$ cat src/rtl/btn_pkg.sv
// Shared button-handling definitions: classifier state encodings and the
// default prescaler width also used by the switch debouncer.
package btn_pkg;

    localparam int unsigned BTN_TICK_BITS = 10;

    typedef enum logic [1:0] {
        IDLE      = 2'b00,
        PRESSED   = 2'b01,
        LONG_HELD = 2'b10
    } btn_state_e;

endpackage

$ cat src/rtl/btn_press_classifier_tick_prescaler.sv
// Free-running mod-2^N counter with synchronous clear and count enable;
// tick marks the terminal count while enabled. Shared with the debouncer.
module tick_prescaler #(
    parameter int unsigned N = 10
) (
    input  logic clk,
    input  logic reset,
    input  logic en,
    input  logic clr,
    output logic tick
);

    logic [N-1:0] r_q;

    always_ff @(posedge clk or negedge reset) begin
        if (!reset) begin
            r_q <= '0;
        end else if (clr) begin
            r_q <= '0;
        end else if (en) begin
            r_q <= r_q + N'(1);
        end
    end

    assign tick = en & (r_q == '1);

endmodule

$ cat src/rtl/btn_press_classifier.sv
// Classifies debounced button activity into one-shot press/release/short/long
// events. Define REPEAT_EN to add auto-repeat pulses while held long.
// i_reset is asynchronous and active-low.
module btn_press_classifier
    import btn_pkg::*;
#(
    parameter int unsigned TICK_BITS    = BTN_TICK_BITS,
    parameter int unsigned LONG_TICKS   = 8,
    parameter int unsigned CNT_W        = 8,
    parameter int unsigned REPEAT_TICKS = 4
) (
    input  logic             i_clk,
    input  logic             i_reset,
    input  logic             i_db,
    output logic             o_press,
    output logic             o_release,
    output logic             o_short_press,
    output logic             o_long_press,
    output logic             o_repeat,
    output logic             o_held,
    output logic [CNT_W-1:0] o_hold_cnt
);

    if (LONG_TICKS == 0 || LONG_TICKS >= (2 ** CNT_W) || REPEAT_TICKS == 0) begin : g_bad_param
        $error("btn_press_classifier: illegal LONG_TICKS/REPEAT_TICKS");
    end

    btn_state_e       r_state;
    btn_state_e       w_state_nxt;
    logic             r_db_q;
    logic [CNT_W-1:0] r_hold_cnt;
    logic             r_press;
    logic             r_release;
    logic             r_short;
    logic             r_long;
    logic             r_repeat;
    logic             r_held;

    logic w_rise;
    logic w_fall;
    logic w_tick;
    logic w_long_hit;
    logic w_rep_hit;
    logic w_press;
    logic w_release;
    logic w_short;
    logic w_long;
    logic w_repeat;

    assign w_rise     = i_db & ~r_db_q;
    assign w_fall     = ~i_db & r_db_q;
    assign w_long_hit = w_tick && (r_hold_cnt == CNT_W'(LONG_TICKS - 1));

    tick_prescaler #(
        .N (TICK_BITS)
    ) u_prescaler (
        .clk   (i_clk),
        .reset (i_reset),
        .en    (r_state != IDLE),
        .clr   (w_rise),
        .tick  (w_tick)
    );

`ifdef REPEAT_EN
    localparam int unsigned REP_W = (REPEAT_TICKS > 1) ? $clog2(REPEAT_TICKS) : 1;

    logic [REP_W-1:0] r_rep;

    assign w_rep_hit = w_tick && (r_rep == REP_W'(REPEAT_TICKS - 1));

    // Repeat tick counter, held at zero outside LONG_HELD so it restarts on entry.
    always_ff @(posedge i_clk or negedge i_reset) begin
        if (!i_reset) begin
            r_rep <= '0;
        end else if (r_state != LONG_HELD) begin
            r_rep <= '0;
        end else if (w_tick) begin
            r_rep <= w_rep_hit ? '0 : r_rep + REP_W'(1);
        end
    end
`else
    assign w_rep_hit = 1'b0;
`endif

    // Next state and event pulses; a fall always beats a same-edge tick.
    always_comb begin
        w_state_nxt = r_state;
        w_press     = 1'b0;
        w_release   = 1'b0;
        w_short     = 1'b0;
        w_long      = 1'b0;
        w_repeat    = 1'b0;
        case (r_state)
            IDLE: begin
                if (w_rise) begin
                    w_state_nxt = PRESSED;
                    w_press     = 1'b1;
                end
            end
            PRESSED: begin
                if (w_fall) begin
                    w_state_nxt = IDLE;
                    w_release   = 1'b1;
                    w_short     = 1'b1;
                end else if (w_long_hit) begin
                    w_state_nxt = LONG_HELD;
                    w_long      = 1'b1;
                end
            end
            LONG_HELD: begin
                if (w_fall) begin
                    w_state_nxt = IDLE;
                    w_release   = 1'b1;
                end else begin
                    w_repeat = w_rep_hit;
                end
            end
            default: w_state_nxt = IDLE;
        endcase
    end

    always_ff @(posedge i_clk or negedge i_reset) begin
        if (!i_reset) begin
            r_state    <= IDLE;
            r_db_q     <= 1'b0;
            r_hold_cnt <= '0;
            r_press    <= 1'b0;
            r_release  <= 1'b0;
            r_short    <= 1'b0;
            r_long     <= 1'b0;
            r_repeat   <= 1'b0;
            r_held     <= 1'b0;
        end else begin
            r_state   <= w_state_nxt;
            r_db_q    <= i_db;
            r_press   <= w_press;
            r_release <= w_release;
            r_short   <= w_short;
            r_long    <= w_long;
            r_repeat  <= w_repeat;
            r_held    <= (w_state_nxt != IDLE);
            // Hold count survives release and restarts only on the next press.
            if (w_press) begin
                r_hold_cnt <= '0;
            end else if (w_tick && (r_hold_cnt != '1)) begin
                r_hold_cnt <= r_hold_cnt + CNT_W'(1);
            end
        end
    end

    assign o_press       = r_press;
    assign o_release     = r_release;
    assign o_short_press = r_short;
    assign o_long_press  = r_long;
    assign o_repeat      = r_repeat;
    assign o_held        = r_held;
    assign o_hold_cnt    = r_hold_cnt;

endmodule

$ cat config.mk
export PLATFORM = sky130hd
export DESIGN_NAME = btn_press_classifier
export DESIGN_NICKNAME = d
export VERILOG_FILES = /design/src/rtl/btn_pkg.sv /design/src/rtl/btn_press_classifier_tick_prescaler.sv /design/src/rtl/btn_press_classifier.sv
export SDC_FILE = /design/constraint.sdc
export NUM_CORES = 1
export LEC_CHECK = 0
export CELL_PAD_IN_SITES_DETAIL_PLACEMENT = 0
export CELL_PAD_IN_SITES_GLOBAL_PLACEMENT = 1
export CORE_ASPECT_RATIO = 1.1
export CORE_MARGIN = 2
export CORE_UTILIZATION = 38
export CTS_CLUSTER_DIAMETER = 80
export CTS_CLUSTER_SIZE = 14
export DETAILED_ROUTE_END_ITERATION = 16
export PLACE_DENSITY = 0.78
export SLEW_MARGIN = 20
export SYNTH_ARGS = -nofsm -noshare
export SYNTH_HDL_FRONTEND = slang
export SYNTH_SLANG_ARGS = --single-unit
$ cat constraint.sdc
create_clock -name i_clk -period 2 [get_ports i_clk]
set_input_delay 0.2 -clock i_clk [delete_from_list [all_inputs] [get_ports i_clk]]
set_output_delay 0.2 -clock i_clk [all_outputs]
set_load 0.02 [all_outputs]
==> impl_metrics.tcl <==
set metrics [dict create \
    fillerInstances 339 \
    diodes 0 \
    rsz0062_at_grt "false" \
    initial_core_util_pct 40.6 \
    htreeDepth 1 \
    ys_seq_area_share_pct 47.4 \
    slew_violations 0 \
    gp_congestion 0.825 \
    setup_tns_ps 0 \
    hpwl_mm 2.02 \
    r2r_slack_ps 110 \
    max_freq_mhz 528 \
    synth_area_leaders "dfrtp_1, ha_1, nor2_1" \
    layout_commonest_cell "dfrtp_1" \
    coreArea_mm2 0.00339 \
    outcome "finished clean" \
    crit_buf_inv 1 \
    nNetsFinal 165 \
    ctsResizeCount 0 \
    postSynthNetCount 143 \
    clock_skew_ps 10.6 \
    critPathLaunchType "register" \
    grt_max_degree 27 \
    worstPathMaxFanout 9 \
    synth_edf_count 0 \
    endpoint_kind "register" \
    antenna_found_initial 0 \
    wl_per_cell_um 13.7 \
    dr_total_vias 1039 \
    remaining_drc_errors 0 \
    setup_viol 0 \
    fp-row-count 22 \
    syn_area_per_cell_um2 10.3 \
    synth_area_mm2 0.00137 \
    clk_pin_slew_ps 150 \
    cts_inserted_buffers 3 \
    period_minus_slack_ps 1890 \
    critPathMaxStageDelay_ps 450 \
    multi_input_area_um2 684 \
    cts_buffer_depth 2 \
    fp.dieW_um 61.3 \
    track_usage_pct 15.4 \
    vdd_drop_max_mv 0.424 \
    crit_required_ps 2220 \
    clk_latency_ps 320 \
    layout-drive-gt1-share_pct 9.68 \
    ant_nets 0 \
    ys_ff_latch 26 \
    postSynthCellCount 134 \
    arrival_ps 2110 \
    synth_ff_type "dfrtp_1" \
    cts_tree "yes" \
    routed_wl_mm 2.78 \
    drt_pass1_iterations 4 \
    yosysTopAreaCell "dfrtp_1" \
    root_buffer "clkbuf_4" \
    seq_area_um2 651 \
    synth_top_area_share_pct 47.4 \
    yosysWarnings 0 \
    die-area_mm2 0.00411 \
    grt_pass1_wl_mm 4.73 \
    post_dp_cell_area_mm2 0.00161 \
    boundaryPins 17 \
    post_cts.repair.setup_buffers 0 \
    cp_slowest_cell "dfrtp_1" \
    cellLeakagePower_nw 0.741 \
    hold_violations 0 \
    syn2layout_area_growth_pct 19.5 \
    critical-path-top-delay-family "compound AO/OA/AOI/OAI gates" \
    dieHeight_um 67.1 \
    power.density_mw_per_mm2 789 \
    period_share_pct 94.7 \
    layout.cells.most_common_list "dfrtp_1, nor2_1, clkdlybuf4s50_1, nand2_1" \
    ys_types 40 \
    hp-class "input port to async pin" \
    grt_pass1_vias 1027 \
    grt.overflow.total 0 \
    cts.sinks 26 \
    postLayoutCellArea_mm2 0.00164 \
    path_cells "ha_1 -> and4_1 -> a2111oi_4 -> buf_4 -> a21oi_1 -> a31o_2" \
    max_cap_viol_count 0 \
    ctsHoldBuffers 0 \
    async_flop_share_pct 100 \
    drtIter0Drc 48 \
    critPathKind "register to register" \
    viasPerCell 5.12 \
    port-buffer-count 15 \
]
[layout make-up]
cell class,count,share of cell area [%]
multi-input cells,99,41.7
flip-flops and latches,26,39.6
repair buffers,20,11.4
well taps,48,3.66
clock buffers,4,2.21
inverters,6,1.37
[synthesized netlist by cell type (2+ instances only)]
master,number
ha_1,6
nand3b_1,3
nor2_1,17
dfrtp_1,26
nand2b_1,2
nand4_1,5
nor2b_1,4
a21oi_1,5
xnor2_1,6
nor4b_1,2
nor3_1,3
o21ai_0,3
nand3_1,4
inv_1,6
and2_1,2
xor2_1,3
mux2i_1,5
nand2_1,10
[metal layers]
| layer | track usage [%] | up-vias | wire length [um] |
|---|---|---|---|
| li1 | - | 509 | - |
| met2 | 28.6 | 12 | 1470 |
| met3 | 1.75 | 2 | 63 |
| met1 | 18.3 | 516 | 1230 |
| met4 | 3.99 | 0 | 14 |
| met5 | 0 | - | 0 |
[path summary, 6_finish.rpt]
kind                                    startpoint            endpoint  depth (start not counted)
worst min-delay path                       i_reset       o_hold_cnt[0]                          2
worst min register to register  u_prescaler.r_q[9]  u_prescaler.r_q[9]                          2
worst max-delay path                 o_hold_cnt[1]       o_hold_cnt[2]                          6
worst max register to register       o_hold_cnt[1]       o_hold_cnt[2]                          6
min in group i_clk                            i_db              r_db_q                          1
max in group asynchronous                  i_reset  u_prescaler.r_q[1]                          2
[state kept, by name, summed over array words and instances, names as in the netlist]
name,flops
o_short_press,1
o_long_press,1
o_press,1
o_hold_cnt,8
r_db_q,1
o_held,1
o_release,1
u_prescaler.r_q,10
r_state,2
[stage by stage]
stage / instances / hold WS (ps) / utilization, % / power (mW) / worst slack, ps
global route: 203 / 244 / 48.5 / 1.39 / 10.0
floorplan: 134 / -95.6 / - / 0.902 / 38.8
finish: 203 / 224 / 48.5 / 1.30 / 106
global placement: 199 / 536 / 47.4 / 1.02 / 154
CTS: 203 / 226 / 48.5 / 1.31 / 98.7
detailed placement: 199 / 539 / 47.4 / 1.03 / 128
[cells by family after synthesis]
group	share of synthesized area, %
flip-flops	47.4
XOR/XNOR	5.74
other	0.273
AO/OA/AOI/OAI	10.0
buffers and inverters	2.82
AND/OR/NAND/NOR	24.7
adder cells (fa/ha/maj)	5.46
multiplexers	3.64
[worst reg2reg max path: stages (launching register included)]
cell,delay (ps)
dfrtp_1,450
ha_1,260
and4_1,280
a2111oi_4,310
buf_4,220
a21oi_1,70
a31o_2,210
[power breakdown]
part	internal, mW	leakage, nW	switching (mW)
Combinational	0.170	0.368	0.211
Sequential	0.587	0.352	0.0586
Clock	0.111	0.0210	0.157
Total	0.869	0.741	0.427
No activity file was read; power rests on OpenSTA's default activity.
